<file path="config.mk">
export PLATFORM = sky130hd
export DESIGN_NAME = parallel2serial
export DESIGN_NICKNAME = d
export VERILOG_FILES = /design/src/rtl/parallel2serial_pkg.sv /design/src/rtl/parallel2serial.sv
export SDC_FILE = /design/constraint.sdc
export NUM_CORES = 1
export LEC_CHECK = 0
export CAP_MARGIN = 20
export CORE_MARGIN = 2
export CORE_UTILIZATION = 54
export DETAILED_ROUTE_END_ITERATION = 12
export PLACE_DENSITY_LB_ADDON = 0.12
export SLEW_MARGIN = 20
export SYNTH_ARGS = -nofsm -noshare
export SYNTH_HDL_FRONTEND = slang
export SYNTH_SLANG_ARGS = --single-unit
export TNS_END_PERCENT = 20
</file>
<file path="constraint.sdc">
create_clock -name clk -period 3.3 [get_ports clk]
set_input_delay 0.33 -clock clk [delete_from_list [all_inputs] [get_ports clk]]
set_output_delay 0.33 -clock clk [all_outputs]
set_load 0.005 [all_outputs]
</file>
<file path="src/rtl/parallel2serial_pkg.sv">
// p2s_pkg: state encoding, default parameters and counter sizing shared by the
// parallel-to-serial transmitter.
package p2s_pkg;

  typedef enum logic [1:0] {
    IDLE  = 2'd0,
    SHIFT = 2'd1,
    PAR   = 2'd2,
    GAP   = 2'd3
  } p2s_state_t;

  localparam int P2S_DEFAULT_WIDTH    = 8;
  localparam int P2S_DEFAULT_IDLE_GAP = 0;

  // IDLE_GAP is limited to 0..15, so four bits always hold the gap count.
  localparam int P2S_GAP_CNT_W = 4;

  // Bit counter must reach WIDTH when the parity cycle is appended.
  function automatic int p2s_cnt_width(input int width);
    return $clog2(width + 1);
  endfunction

endpackage

</file>
<file path="src/rtl/parallel2serial.sv">
// parallel2serial: valid/ready loaded word shifted out LSB first on d, framed by serial_start.
// Build macro P2S_PARITY_EN appends an even-parity bit (state PAR) to every frame.
module parallel2serial
  import p2s_pkg::*;
#(
  parameter int WIDTH    = P2S_DEFAULT_WIDTH,
  parameter int IDLE_GAP = P2S_DEFAULT_IDLE_GAP
) (
  input  logic             clk,
  input  logic             rst,
  input  logic             load_valid,
  input  logic [WIDTH-1:0] load_data,
  output logic             load_ready,
  output logic             serial_start,
  output logic             d,
  output logic             busy,
  output logic             done
);

  localparam int CNT_W = p2s_cnt_width(WIDTH);
  localparam logic [CNT_W-1:0] LAST_DATA_IDX = CNT_W'(WIDTH - 1);
  localparam logic [CNT_W-1:0] CNT_ONE = CNT_W'(1);
  localparam logic [P2S_GAP_CNT_W-1:0] GAP_ONE = P2S_GAP_CNT_W'(1);
  localparam logic [P2S_GAP_CNT_W-1:0] GAP_LOAD =
    (IDLE_GAP > 0) ? P2S_GAP_CNT_W'(IDLE_GAP - 1) : '0;

  p2s_state_t               r_state, w_state_next;
  logic [WIDTH-1:0]         r_shift, w_shift_next;
  logic [CNT_W-1:0]         r_cnt, w_cnt_next;
  logic [P2S_GAP_CNT_W-1:0] r_gap, w_gap_next;
  logic                     r_d, w_d_next;
  logic                     w_last;
  logic                     w_ready;
  logic                     w_accept;

`ifdef P2S_PARITY_EN
  logic r_par, w_par_next;
  assign w_last = (r_state == PAR);
`else
  assign w_last = (r_state == SHIFT) && (r_cnt == LAST_DATA_IDX);
`endif

  // With no gap the final-bit cycle also accepts, giving back-to-back frames.
  assign w_ready  = (r_state == IDLE) || ((IDLE_GAP == 0) && w_last);
  assign w_accept = load_valid && load_ready;

  always_comb begin
    w_state_next = r_state;
    w_shift_next = r_shift;
    w_cnt_next   = r_cnt;
    w_gap_next   = r_gap;
`ifdef P2S_PARITY_EN
    w_par_next   = r_par;
`endif

    case (r_state)
      IDLE: begin
        w_state_next = IDLE;
      end
      SHIFT: begin
        if (r_cnt == LAST_DATA_IDX) begin
`ifdef P2S_PARITY_EN
          w_state_next = PAR;
          w_cnt_next   = r_cnt + CNT_ONE;
`endif
        end else begin
          w_shift_next = r_shift >> 1;
          w_cnt_next   = r_cnt + CNT_ONE;
        end
      end
      PAR: begin
        w_state_next = PAR;
      end
      GAP: begin
        if (r_gap == '0) begin
          w_state_next = IDLE;
        end else begin
          w_gap_next = r_gap - GAP_ONE;
        end
      end
      default: begin
        w_state_next = IDLE;
      end
    endcase

    if (w_last) begin
      w_shift_next = '0;
      w_cnt_next   = '0;
      if (IDLE_GAP > 0) begin
        w_state_next = GAP;
        w_gap_next   = GAP_LOAD;
      end else begin
        w_state_next = IDLE;
      end
    end

    // An accept always starts a fresh frame, including the back-to-back case.
    if (w_accept) begin
      w_state_next = SHIFT;
      w_shift_next = load_data;
      w_cnt_next   = '0;
`ifdef P2S_PARITY_EN
      w_par_next   = ^load_data;
`endif
    end
  end

  // d is a plain flop: compute next cycle's line value from the next state.
  always_comb begin
    w_d_next = 1'b0;
    if (w_state_next == SHIFT) begin
      w_d_next = w_shift_next[0];
    end
`ifdef P2S_PARITY_EN
    else if (w_state_next == PAR) begin
      w_d_next = r_par;
    end
`endif
  end

  always_ff @(posedge clk or posedge rst) begin
    if (rst) begin
      r_state <= IDLE;
      r_shift <= '0;
      r_cnt   <= '0;
      r_gap   <= '0;
      r_d     <= 1'b0;
`ifdef P2S_PARITY_EN
      r_par   <= 1'b0;
`endif
    end else begin
      r_state <= w_state_next;
      r_shift <= w_shift_next;
      r_cnt   <= w_cnt_next;
      r_gap   <= w_gap_next;
      r_d     <= w_d_next;
`ifdef P2S_PARITY_EN
      r_par   <= w_par_next;
`endif
    end
  end

  // IDLE is the reset state, so ready must be masked while rst is held.
  assign load_ready   = w_ready && !rst;
  assign serial_start = (r_state == SHIFT) && (r_cnt == '0);
  assign d            = r_d;
  assign busy         = (r_state != IDLE);
  assign done         = w_last;

endmodule

</file>
==> results.toml <==
[sta]
fin_crit_sh = 0.7172
rsz0062_at_grt = "false"
finalHoldViolCount = 0
fmax_ghz = 0.4225
worstMarginPinSlew_ns = 0.9205
slew_headroom = 0.3786
period_needed_ns = 2.367
skew_ns = 0.0004544
slew_viol_final = 0
tns_ns = 0
fin_ws_ns = 0.9331
setup_viol = 0

[logic_synthesis]
ys_seq_area_frac = 0.5020
syn_area_sq_um = 947.2
netlist_instances = 94
async_reset_ff_frac = 1.000
syn-num-nets = 108
synthFlopType = "dfrtp_1"
synthTopCellsByArea = "dfrtp_1 (50%), nand2_1 (6.3%), o21ai_0 (5.3%)"
synth-edff-count = 0
synth.avg_cell_area_sq_um = 10.08
synth_cell_types = 29
yosys_register_bits = 19
synth_top_area_cell = "dfrtp_1"
synth_top_area_share = 0.5020
yosys_warnings = 0

[floorplan]
start_util = 0.5607
rows = 15
die_area_sq_mm = 0.002105
fp.coreArea_sq_mm = 0.001689
die-width_um = 45.88
io-pin-count = 16
die_y_um = 45.88

[setup_path]
startpoint_type = "flip-flop"
slowest_delay_ns = 0.55
critPathKind = "reg2out"
cp_max_fo = 14
r2r-start = "r_gap[0]"
rrSetupSlack_ns = 1.19
end_kind = "output port"
required_ns = 2.97
slowest_stage = "clkdlybuf4s50_1"
arrival_ns = 2.04
reg2reg_depth = 6
path_cells = "nand2b_1, nor4b_1, clkdlybuf4s50_1"
startpoint = "r_state[1]"
timing.rr.end = "d"

[global_route]
grt_pass1_vias = 671
gr-total-overflow = 0
antenna_found_initial = 0
grt_pass1_wl_um = 2787
grt_usage = 0.1908
grt_max_degree = 20

[cts]
clk_root_buffer_cell = "clkbuf_4"
cts_buffers = 3
clock_latency_ns = 0.29
tritoncts = "done"
path_clk_slew_ns = 0.10
htreeDepth = 1
cts.sinks = 19
cts_buffer_depth = 2
post_cts_buffers = 0
hold_buffers = 0
cts_resized = 0

[cells_and_area]
fin_util = 0.6681
nNetsFinal = 125
layout_commonest_cell = "dfrtp_1"
area_delta_synth_final_pct = 19.15
n_antenna_cell = 0
final_cell_mix = "dfrtp_1 (19), nand2_1 (16), clkdlybuf4s50_1 (15), o21ai_0 (10), inv_1 (9)"
drive_above_1_share = 0.07273
fin_area_sq_mm = 0.001129

[detailed_routing]
viasPerCell = 5.504
first_pass_iters = 4
wl_per_cell_um = 13.01
ant_nets = 0
vias = 699
drt_iter0_drc = 17
drc = 0
wl_um = 1652

[status]
status = "finished, final reports clean"

[power_and_ir_drop]
p_total_mw = 0.7681
max-vdd-ir-drop_mv = 0.4101
p_leak_nw = 0.5108
power_density_mw_per_mm2 = 680.6

[worst_hold_path]
hold_end = "r_gap[1]"
hp-class = "reg2reg"
hp-start = "r_gap[1]"
hold_depth = 2

[place]
dp_slack_ns = 1.204
dp_hpwl_um = 1198
port_buffers = 15
gp_congestion = 0.7408
placed_cell_area_sq_mm = 0.001102

[job]
cap_viol_max_count = 0
## state kept, by name, summed over array words and instances, names as in the netlist
register  cells
r_shift       8
r_state       2
r_gap         4
d             1
r_cnt         4
## worst max-delay path by stage
stage	end	slack (ns)	depth (start not counted)
after global routing	serial_start	0.80	3
after detailed placement	d	1.20	5
after floorplan	d	1.49	6
final	serial_start	0.93	3
after CTS	serial_start	0.91	3
after global placement	serial_start	1.25	3
## worst max-delay path: cells and delay by family (launching register included)
kind / cells / cell delay, ns
simple gates: 2 / 0.72
buf+inv: 1 / 0.55
flops: 1 / 0.48
## per-layer routing
layer  GRT usage  routed length [um]
met4      0.1029                  36
met2      0.3000                 763
met5           0                   0
met1      0.2468                 796
met3     0.03571                  56
## where the power goes
part / internal (mW) / switching [mW] / total, mW
registers: 0.301 / 0.0603 / 0.362
clock network: 0.0470 / 0.0665 / 0.113
logic: 0.145 / 0.148 / 0.293
total: 0.493 / 0.275 / 0.768
## cell type report
type	count	area (sq um)
Clock buffer	4	26.28
Fill cell	144	560.5
Inverter	9	33.78
Multi-Input combinational cell	62	414.1
Sequential cell	19	475.5
Tap cell	17	21.27
Timing Repair Buffer	16	157.7
## cells by family (layout without fill, tap and decap cells)
family	count (synthesis)	count (layout)	synth area share
buffers and inverters	13	29	0.06075
adders and majority gates	3	3	0.03963
AOI/OAI and AO/OA	26	26	0.2021
xor gates and xnor gates	3	3	0.02775
and+or+nand+nor	30	30	0.1678
DFF	19	19	0.5020
## Yosys cell counts, types with 2 or more instances
master / count
dfrtp_1: 19
inv_1: 9
nor2_1: 2
buf_4: 2
xor2_1: 2
ha_1: 3
nand2b_1: 2
nand3_1: 2
a22oi_1: 6
o21ai_0: 10
a21oi_1: 4
nand2_1: 16
## stage by stage
stage	cells	hold slack, ns
after global placement	123	0.4923
after detailed placement	123	0.4918
after floorplan	94	0.2811
final	127	0.5215
after global routing	127	0.5406
after CTS	127	0.5105
Note: power is estimated with default switching activity, not from simulation.
